`src/rtl/bin_to_display_digits.sv`:
```
// Sequential binary-to-7-segment front end for a 4-digit multiplexed display.
// A double-dabble FSM turns value into four BCD digits; the ENCODE step then
// registers segment patterns, per-digit enables and the overflow flag together.
//
// state     | meaning
// ----------+---------------------------------------------------------------
// S_IDLE    | waiting for start; outputs hold the last encoded result
// S_CONVERT | one shift-add-3 step per clock, BIN_WIDTH steps total
// S_ENCODE  | BCD is final; segments/enables/overflow registered, done pulses

module bin_to_display_digits #(
  parameter int BIN_WIDTH = 14,
  parameter bit BLANK_LZ  = 1'b1
) (
  input  logic                 clk,
  input  logic                 reset,
  input  logic                 start,
  input  logic [BIN_WIDTH-1:0] value,
  output logic                 busy,
  output logic                 done,
  output logic                 overflow,
  output logic [6:0]           indicator0,
  output logic [6:0]           indicator1,
  output logic [6:0]           indicator2,
  output logic [6:0]           indicator3,
  output logic [3:0]           enable
);

  localparam int         CNT_W    = $clog2(BIN_WIDTH + 1);
  localparam logic [6:0] SEG_OFF  = 7'b0000000;
  localparam logic [6:0] SEG_ZERO = 7'b0111111;
  localparam logic [6:0] SEG_DASH = 7'b1000000;

  typedef enum logic [1:0] {
    S_IDLE    = 2'd0,
    S_CONVERT = 2'd1,
    S_ENCODE  = 2'd2
  } state_t;

  state_t               state, state_nxt;
  logic [BIN_WIDTH-1:0] shift_q, shift_nxt;
  logic [15:0]          bcd_q, bcd_nxt, bcd_adj;
  logic [CNT_W-1:0]     cnt_q, cnt_nxt;
  logic                 ovf_pend_q, ovf_pend_nxt;
  logic                 encode;
  logic [15:0]          value_ext;

  logic [3:0]           digit [4];
  logic [3:0]           nz;
  logic [3:0]           en_nxt;
  logic [6:0]           ind_nxt [4];

  assign value_ext = 16'(value);

  function automatic logic [6:0] seg7(input logic [3:0] d);
    logic [6:0] s;
    case (d)
      4'd0:    s = 7'b0111111;
      4'd1:    s = 7'b0000110;
      4'd2:    s = 7'b1011011;
      4'd3:    s = 7'b1001111;
      4'd4:    s = 7'b1100110;
      4'd5:    s = 7'b1101101;
      4'd6:    s = 7'b1111101;
      4'd7:    s = 7'b0000111;
      4'd8:    s = 7'b1111111;
      4'd9:    s = 7'b1101111;
      default: s = SEG_OFF;
    endcase
    return s;
  endfunction

  // Per-nibble add-3 correction; nibbles are independent, no carry between them
  always_comb begin
    bcd_adj = '0;
    for (int i = 0; i < 4; i++) begin
      if (bcd_q[4*i +: 4] >= 4'd5)
        bcd_adj[4*i +: 4] = bcd_q[4*i +: 4] + 4'd3;
      else
        bcd_adj[4*i +: 4] = bcd_q[4*i +: 4];
    end
  end

  // State register
  always_ff @(posedge clk or posedge reset) begin
    if (reset) state <= S_IDLE;
    else       state <= state_nxt;
  end

  // Next-state and datapath next values; the bit counter is a down-counter
  // whose terminal count of 1 marks the final shift step
  always_comb begin
    state_nxt    = state;
    shift_nxt    = shift_q;
    bcd_nxt      = bcd_q;
    cnt_nxt      = cnt_q;
    ovf_pend_nxt = ovf_pend_q;
    encode       = 1'b0;
    unique case (state)
      S_IDLE: begin
        if (start) begin
          shift_nxt    = value;
          bcd_nxt      = '0;
          cnt_nxt      = CNT_W'(BIN_WIDTH);
          ovf_pend_nxt = (value_ext > 16'd9999);
          state_nxt    = S_CONVERT;
        end
      end
      S_CONVERT: begin
        // Top BCD bit falls off; only matters for out-of-range values,
        // which are displayed as dashes anyway
        bcd_nxt   = 16'({bcd_adj, shift_q[BIN_WIDTH-1]});
        shift_nxt = {shift_q[BIN_WIDTH-2:0], 1'b0};
        cnt_nxt   = cnt_q - CNT_W'(1);
        if (cnt_q == CNT_W'(1))
          state_nxt = S_ENCODE;
      end
      S_ENCODE: begin
        encode    = 1'b1;
        state_nxt = S_IDLE;
      end
      default: state_nxt = S_IDLE;
    endcase
  end

  // Conversion datapath registers
  always_ff @(posedge clk or posedge reset) begin
    if (reset) begin
      shift_q    <= '0;
      bcd_q      <= '0;
      cnt_q      <= '0;
      ovf_pend_q <= 1'b0;
    end else begin
      shift_q    <= shift_nxt;
      bcd_q      <= bcd_nxt;
      cnt_q      <= cnt_nxt;
      ovf_pend_q <= ovf_pend_nxt;
    end
  end

  // Digit split, leading-zero blanking and segment encoding of the final BCD
  always_comb begin
    for (int k = 0; k < 4; k++) begin
      digit[k] = bcd_q[4*k +: 4];
      nz[k]    = (digit[k] != 4'd0);
    end
    if (ovf_pend_q) begin
      en_nxt = 4'b1111;
      for (int k = 0; k < 4; k++) ind_nxt[k] = SEG_DASH;
    end else begin
      if (BLANK_LZ)
        en_nxt = {nz[3], nz[3] | nz[2], nz[3] | nz[2] | nz[1], 1'b1};
      else
        en_nxt = 4'b1111;
      for (int k = 0; k < 4; k++)
        ind_nxt[k] = en_nxt[k] ? seg7(digit[k]) : SEG_OFF;
    end
  end

  // Status outputs: busy tracks any non-idle state, done pulses after ENCODE
  always_ff @(posedge clk or posedge reset) begin
    if (reset) begin
      busy <= 1'b0;
      done <= 1'b0;
    end else begin
      busy <= (state_nxt != S_IDLE);
      done <= encode;
    end
  end

  // Display outputs update only on the ENCODE edge so no partial BCD is shown
  always_ff @(posedge clk or posedge reset) begin
    if (reset) begin
      overflow   <= 1'b0;
      enable     <= 4'b0001;
      indicator0 <= SEG_ZERO;
      indicator1 <= SEG_OFF;
      indicator2 <= SEG_OFF;
      indicator3 <= SEG_OFF;
    end else if (encode) begin
      overflow   <= ovf_pend_q;
      enable     <= en_nxt;
      indicator0 <= ind_nxt[0];
      indicator1 <= ind_nxt[1];
      indicator2 <= ind_nxt[2];
      indicator3 <= ind_nxt[3];
    end
  end

endmodule

```
`config.mk`:
```
export PLATFORM = sky130hd
export DESIGN_NAME = bin_to_display_digits
export DESIGN_NICKNAME = d
export VERILOG_FILES = /design/src/rtl/bin_to_display_digits.sv
export SDC_FILE = /design/constraint.sdc
export NUM_CORES = 1
export LEC_CHECK = 0
export BUFFER_PORTS_ARGS = -buffer_cell sky130_fd_sc_hd__buf_2
export CORE_MARGIN = 4
export CORE_UTILIZATION = 62
export CTS_CLUSTER_DIAMETER = 50
export CTS_CLUSTER_SIZE = 12
export DETAILED_ROUTE_END_ITERATION = 12
export MAX_ROUTING_LAYER = met4
export PLACE_DENSITY = 0.92
export SLEW_MARGIN = 15
export SYNTH_ARGS = -nofsm -noshare
export SYNTH_HDL_FRONTEND = slang
export SYNTH_SLANG_ARGS = --single-unit
```
`constraint.sdc`:
```
create_clock -name clk -period 6.1 [get_ports clk]
set_clock_uncertainty 0.15 [all_clocks]
set_input_delay 0.915 -clock clk [delete_from_list [all_inputs] [get_ports clk]]
set_output_delay 0.915 -clock clk [all_outputs]
set_load 0.1 [all_outputs]
```
# ---- After elaboration in Yosys (flattened, before gate mapping)
# Memory sizes are Yosys's and may differ from the RTL's.
# Cells that the tools add are included.
dict set report classes {
  n_eq_ne 4
  n_reduce_logical 8
  n_lt_le_gt_ge 5
  bitwise 2
  muxes 21
  addsub 5
}
# cell count
set op_table {}
lappend op_table {{$pmux W16 S2} 1}
lappend op_table {{$mux W28} 1}
lappend op_table {{$mux W7} 4}
lappend op_table {{$pmux W14 S2} 1}
lappend op_table {{$mux W4} 6}
lappend op_table {{$ge A4 B3 Y1 const B} 4}
lappend op_table {{$mux W16} 1}
lappend op_table {{$gt A14 B14 Y1 const B} 1}
lappend op_table {{$mux W14} 1}
lappend op_table {{$add A4 B2 Y4 const B} 3}
lappend op_table {{$reduce_bool A4 Y1} 3}
lappend op_table {{$pmux W4 S2} 1}
lappend op_table {{$eq A4 B1 Y1 const B} 1}
lappend op_table {{$mux W2} 2}
lappend op_table {{$pmux W2 S2} 1}
lappend op_table {{$reduce_and A2 Y1} 2}
lappend op_table {{$reduce_bool A2 Y1} 2}
lappend op_table {{$sub A4 B1 Y4 const B} 1}
lappend op_table {{$add A3 B2 Y3 const B} 1}
lappend op_table {{$mux W3} 1}
lappend op_table {{$eq A2 B1 Y1 const B} 1}
lappend op_table {{$eq A2 B2 Y1 const B} 1}
lappend op_table {{$logic_not A2 Y1} 1}
lappend op_table {{$ne A2 B2 Y1 const B} 1}
lappend op_table {{other kinds (2)} 3}
dict set report totals {
  romBits 448
  wordCells 62
  out_inout_bits 35
  inputBits 17
  n_memories 4
  reg_bits 72
}
# memory depth word_bits read_ports rd_clocked_by_memory_dff wr line
set memory_table {}
lappend memory_table {{(name not given)} 16 7 1 0 0 57} ;# case (d)
lappend memory_table {{(name not given)} 16 7 1 0 0 57}
lappend memory_table {{(name not given)} 16 7 1 0 0 57}
lappend memory_table {{(name not given)} 16 7 1 0 0 57}

# ---- Logic depth before layout (Yosys ltp)
# Gate-level depths: netlist of the first run.
dict set report logic_depth {
  depth_word 6
  depth_mapped 6
  depth_no_buf 6
}

# ---- Worst setup path after synthesis of the first run
# Ideal clock, no wire load.
dict set report synth_path {
  path_type {register to output}
  startpoint {register indicator1[6]}
  endpoint {output port indicator1[6]}
  path_buffers 0
  stages_incl_launch_ff 1
  required_ps 5035
  setup_slack_ps 4137
  arrival_ps 898
  cell_sequence {dfrtp_1}
}
# item line
set synth_rtl {}
lappend synth_rtl {{start: declaration} 23} ;# output logic [6:0] indicator1,
lappend synth_rtl {{start signal: assignment} 184} ;# indicator1 <= ind_nxt[1];
# No word-level cell between the ends.

# ---- Final worst setup path of the first run
dict set report layout_path {
  startpoint {register indicator0[3]}
  endpoint {output port indicator0[3]}
}
# item line
set layout_rtl {}
lappend layout_rtl {{start: declaration} 22} ;# output logic [6:0] indicator0,
lappend layout_rtl {{start signal: assignment} 183} ;# indicator0 <= ind_nxt[0];
# No word-level cell between the ends.

==> metrics.yaml, run 1 <==
cts:
  clkTransAtPathRegs_ps: 80
  clock_path_buffers: 2
  cts_setup_buffers: 0
  cts_max_level: 3
  cts-resized-gates: 0
  cts-root-buf: "clkbuf_8"
  tritoncts: "built"
  cts-hold-fix-buffers: 0
  clock_latency_ps: 360
  cts.sinks: 71
  cts_made_buffers: 9
placement:
  place.port_buffers: 50
  gp_congestion: 0.841
  dpl.hpwl_mm: 5.39
  dp_slack_ps: 3560
timing:
  final-setup-viol-count: 0
  layout_min_cycle_time_ps: 2390
  slew-limit-headroom: 0.361
  holdWs_ps: 330
  grt_setup_unrepaired: "false"
  setup_ws_ps: 3710
  fmax_ghz: 0.419
  max_slew.worst_pin.slew_ps: 959
  setup_total_negative_slack_ps: 0
  timing.final.crit_share: 0.391
  final_max_slew_viol_count: 0
  hold_violations: 0
worst_setup_path:
  crit_type: "reg -> out"
  worstPathCellList: "buf_2"
  cp_num_buf_inv: 1
  crit_cells: 1
  reg2reg_depth: 4
  r2r_slack_ps: 4050
  critPathMaxStageDelay_ps: 550
  crit_family: "flip-flops"
  crit_start: "indicator0[3]"
  rr_startpoint: "state[1]"
  timing.rr.end: "bcd_q[11]"
  path_max_fanout: 2
  crit_required_ps: 5030
  cp-end-kind: "output pin"
  cp-start-kind: "register"
  cp_slowest_cell: "dfstp_2"
  arrival_ps: 1320
  critical_path.endpoint: "indicator0[3]"
global_routing:
  first_global_vias: 2827
  grt-ovfl-total: 0
  antenna_found_initial: 0
  grt_max_degree: 72
  grt_first_pass_wirelength_mm: 13.1
  grt_usage: 0.232
drt:
  postRouteAntennaNets: 0
  drt_iter0_drc: 214
  wl_per_cell_um: 15.4
  vias: 2948
  first_pass_iters: 5
  viasPerCell: 5.79
  totalWireLength_mm: 7.85
  drcViolationCount: 0
final_layout:
  num_antenna_cells: 0
  finalNetCount: 472
  areaGrowthSynthToFinish_pct: 10.2
  drive_gt1_frac: 0.194
die:
  core_sq_um: 5960
  dieArea_sq_um: 7480
  die_x_um: 86.5
  start_util: 0.642
  rows: 28
  num_io_pins: 52
  die_h_um: 86.5
logic_synthesis:
  yosys-top-cells-count: "dfrtp_1, o21ai_0, nand2_1, ha_1, inv_1"
  yosys_warnings: 0
  yosysTopAreaCell: "dfrtp_1"
  ys_ff_latch: 71
  yosysSeqAreaShare: 0.467
  syn_nets: 432
  synthArstFlopShare: 1.00
  synth_most_common_cell: "dfrtp_1"
  synth-edff-count: 0
  ys.flop_type: "dfrtp_1"
  yosysUniqueCellTypes: 49
  synth_area_per_cell_sq_um: 9.82
  synth_area_sq_um: 3820
  postSynthCellCount: 389
  yosys.area.top_type_share: 0.426
  synth_area_leaders: "dfrtp_1, ha_1, o21ai_0, nand2_1, mux2i_1"
hold_path:
  worst_hold_path.num_cells: 2
  hold_start: "indicator0[5]"
  hp-class: "reg -> reg"
job:
  drv_cap: 0
outcome:
  outcome: "finished, final reports clean"
[layout by cell type (no fill, tap or decap), drive strengths merged, types with 2 or more instances in the layout]
master	instances
dfrtp	65
o21ai	58
buf	52
nand2	50
ha	26
inv	24
a21oi	21
nor2	16
mux2i	16
nand2b	14
clkbuf	10
o22ai	9
xnor2	8
nor3	8
dfstp	6
nor3b	6
a22o	5
nand3	4
clkinv	4
o31ai	2
and3	2
o22a	2
a31oi	2
a221o	2
and2	2
a32o	2
nor4	2
[metal layers]
layer,vias to the layer above,GRT usage,wire [um]
met5,-,-,0
met1,1407,0.294,3500
met4,0,0.112,197
li1,1422,-,-
met3,20,0.0475,491
met2,99,0.355,3660
[through the flow]
| step | cells | instance area [sq um] | util |
|---|---|---|---|
| floorplan | 389 | 3820 | - |
| global placement | 493 | 4020 | 0.675 |
| detailed placement | 493 | 4020 | 0.675 |
| CTS | 509 | 4210 | 0.707 |
| global route | 509 | 4210 | 0.707 |
| finish | 509 | 4210 | 0.707 |
[area by class of cell]
cell class / count / area, sq um
fill: 436 / 1750
sequential: 71 / 1780
clock buffer: 10 / 128
multi-input combinational: 271 / 1790
tap: 75 / 93.8
inverter: 24 / 90.1
timing repair buffer: 52 / 265
clock inverter: 6 / 61.3
[worst register-to-register path: stages (launching register included)]
cell	delay, ps
dfrtp_1	540
nand2b_1	800
nor3_1	110
o21ai_0	200
o21ai_0	110
[sequential cells by signal, summed over array words and instances, names as in the netlist]
signal      count
bcd_q          16
shift_q        14
indicator0      7
indicator1      7
indicator2      7
indicator3      7
cnt_q           4
enable          3
state           2
busy            1
done            1
overflow        1
ovf_pend_q      1
[cells by family after synthesis]
logic type                 share of synthesized area
other                                       0.000981
and+or+nand+nor                                0.147
buffers and inverters                         0.0658
muxes                                         0.0419
xor gates and xnor gates                      0.0206
adders and majority gates                     0.0851
DFF                                            0.467
AOI/OAI and AO/OA                              0.171
[how the worst min path moves through the flow]
stage | to | slack [ps]
2_1_floorplan | bcd_q[0] | 300
3_3_place_gp | overflow | 310
3_5_place_dp | indicator2[2] | 320
4_1_cts | indicator0[5] | 330
5_1_grt | overflow | 350
6_report | indicator0[5] | 330
Power of run 1 is not shown: default switching activity piles up to over one toggle a cycle in this logic, so the estimate is an artifact.
==> run 2: changes to the inputs <==
--- a/config.mk
+++ b/config.mk
@@ -7,12 +7,12 @@
 export LEC_CHECK = 0
 export BUFFER_PORTS_ARGS = -buffer_cell sky130_fd_sc_hd__buf_2
 export CORE_MARGIN = 4
-export CORE_UTILIZATION = 62
+export CORE_UTILIZATION = 58
 export CTS_CLUSTER_DIAMETER = 50
 export CTS_CLUSTER_SIZE = 12
 export DETAILED_ROUTE_END_ITERATION = 12
 export MAX_ROUTING_LAYER = met4
-export PLACE_DENSITY = 0.92
+export PLACE_DENSITY = 0.87
 export SLEW_MARGIN = 15
 export SYNTH_ARGS = -nofsm -noshare
 export SYNTH_HDL_FRONTEND = slang
==> constraint.sdc (replaced) <==
create_clock -name clk -period 2.4 [get_ports clk]
set_clock_uncertainty 0.15 [all_clocks]
set_input_delay 0.36 -clock clk [delete_from_list [all_inputs] [get_ports clk]]
set_output_delay 0.36 -clock clk [all_outputs]
set_load 0.1 [all_outputs]
==> run 2 against run 1 <==
  * Wire length increased by 2.2%
  * Sequential share of layout area down 0.96 points
  * Critical path type is now reg -> reg
  * Non-clock buffer count rose by 7
  * Hold slack worse by 240 ps
  * Critical path depth is 5 higher
  * First-iteration DRC count rose by 4.2%
  * Via count up 0.98%
  * Critical endpoint is now indicator1[1]
  * Largest cell class unchanged
==> metrics.yaml, run 2 (synthesized netlist as in run 1, its figures left out) <==
timing:
  setup_ws_ps: 330
  setup_total_negative_slack_ps: 0
  grt_setup_unrepaired: "false"
  final-setup-viol-count: 0
  timing.final.crit_share: 0.862
  hold_violations: 0
  fmax_ghz: 0.483
  final_max_slew_viol_count: 0
  slew-limit-headroom: 0.601
  max_slew.worst_pin.slew_ps: 599
  layout_min_cycle_time_ps: 2070
worst_setup_path:
  arrival_ps: 2150
  cp-start-kind: "register"
  r2r_slack_ps: 330
  cp_num_buf_inv: 1
  rr_startpoint: "bcd_q[13]"
  cp_slowest_cell: "dfrtp_1"
  crit_required_ps: 2480
  worstPathCellList: "inv_1 > ha_1 > nor3b_4 > nand4_1 > nand3_1 > o21ai_0"
  crit_cells: 6
  reg2reg_depth: 6
  crit_start: "bcd_q[13]"
  crit_type: "reg -> reg"
  path_max_fanout: 6
  crit_family: "simple AND/OR/NAND/NOR gates"
  cp-end-kind: "register"
  critPathMaxStageDelay_ps: 440
die:
  dieArea_sq_um: 7950
  die_x_um: 89.2
  num_io_pins: 52
  rows: 29
  die_h_um: 89.2
  core_sq_um: 6390
  start_util: 0.598
drt:
  wl_per_cell_um: 15.5
  postRouteAntennaNets: 0
  drt_iter0_drc: 223
  viasPerCell: 5.75
  totalWireLength_mm: 8.03
  vias: 2977
  drcViolationCount: 0
  first_pass_iters: 5
cts:
  cts-root-buf: "clkbuf_8"
  clock_latency_ps: 360
  cts_max_level: 3
  cts.sinks: 71
  clock_path_buffers: 2
  clkTransAtPathRegs_ps: 70
  cts-resized-gates: 0
  tritoncts: "built"
  cts_made_buffers: 9
placement:
  place_inst: 501
  gp_congestion: 0.878
  dpl.hpwl_mm: 5.77
  dp_slack_ps: 379
  place.port_buffers: 50
  post_dp_cell_area_sq_um: 4070
global_routing:
  grt-ovfl-total: 0
  grt_usage: 0.227
  grt_max_degree: 49
  antenna_found_initial: 0
  first_global_vias: 2910
  grt_first_pass_wirelength_mm: 13.4
hold_path:
  hold_start: "value[0]"
  worst_hold_path.num_cells: 3
  hp-class: "in -> reg"
final_layout:
  largestRegisters: "bcd_q x16, shift_q x14"
  drive_gt1_frac: 0.204
  num_antenna_cells: 0
  final_cell_mix: "dfrtp_1, o21ai_0, nand2_1, buf_2, ha_1"
  largest_reg_flops: 16
  areaGrowthSynthToFinish_pct: 12.7
  finalNetCount: 479
  final_common_cell: "dfrtp_1"
  postLayoutCellArea_sq_um: 4310
  top_register: "bcd_q"
  final_cell_count_no_fill: 518
outcome:
  outcome: "finished, final reports clean"
job:
  drv_cap: 0
==> run 2: cell count changes in the layout (fill, tap and decap cells not counted), sizes merged <==
cell	before	now
dlygate4sd3	0	1
clkinv	4	1
clkinvlp	1	2
buf	52	58
clkbuf	10	11
bufinv	1	2
==> run 2: routing by layer <==
metal | GRT usage | wire length (um) | vias to the layer above
met5 | - | 0 | -
met4 | 0.0988 | 113 | 0
met3 | 0.0479 | 474 | 17
met2 | 0.362 | 3960 | 96
met1 | 0.279 | 3480 | 1438
li1 | - | - | 1426
==> run 2: through the flow <==
stage                     hold WS [ps]   util
after floorplan                    299      -
after global placement             281  0.637
after detailed placement           276  0.637
after CTS                         94.4  0.675
after global routing               131  0.675
final                             93.1  0.675
==> run 2: final timing paths <==
| kind | to |
|---|---|
| setup / recovery | indicator1[1] |
| hold / removal | shift_q[0] |
| setup reg to reg | indicator1[1] |
| hold reg to reg | indicator1[3] |
| max in group asynchronous | indicator3[2] |
| min in group asynchronous | shift_q[8] |
==> run 2: what timing repair did <==
item / 4_1_cts / 5_1_grt
endpoints found under the hold margin: 23 / 0
buffers inserted: 0 / 0
setup endpoints to repair: 0 / 0
hold buffers: 1 / 0
==> run 2: layout make-up <==
cell class	instances	area (sq um)
repair buffers	59	320
well taps	77	96.3
flip-flops and latches	71	1780
clock buffers	11	151
clock inverters	5	80.1
inverters	24	90.1
multi-input cells	271	1790
fillers	490	2080
==> run 2: worst reg2reg max path, stage by stage, from the launching register on <==
cell,delay [ps]
dfrtp_1,440
inv_1,190
ha_1,240
nor3b_4,350
nand4_1,240
nand3_1,220
o21ai_0,130
Power of run 2 is left out for the same reason.
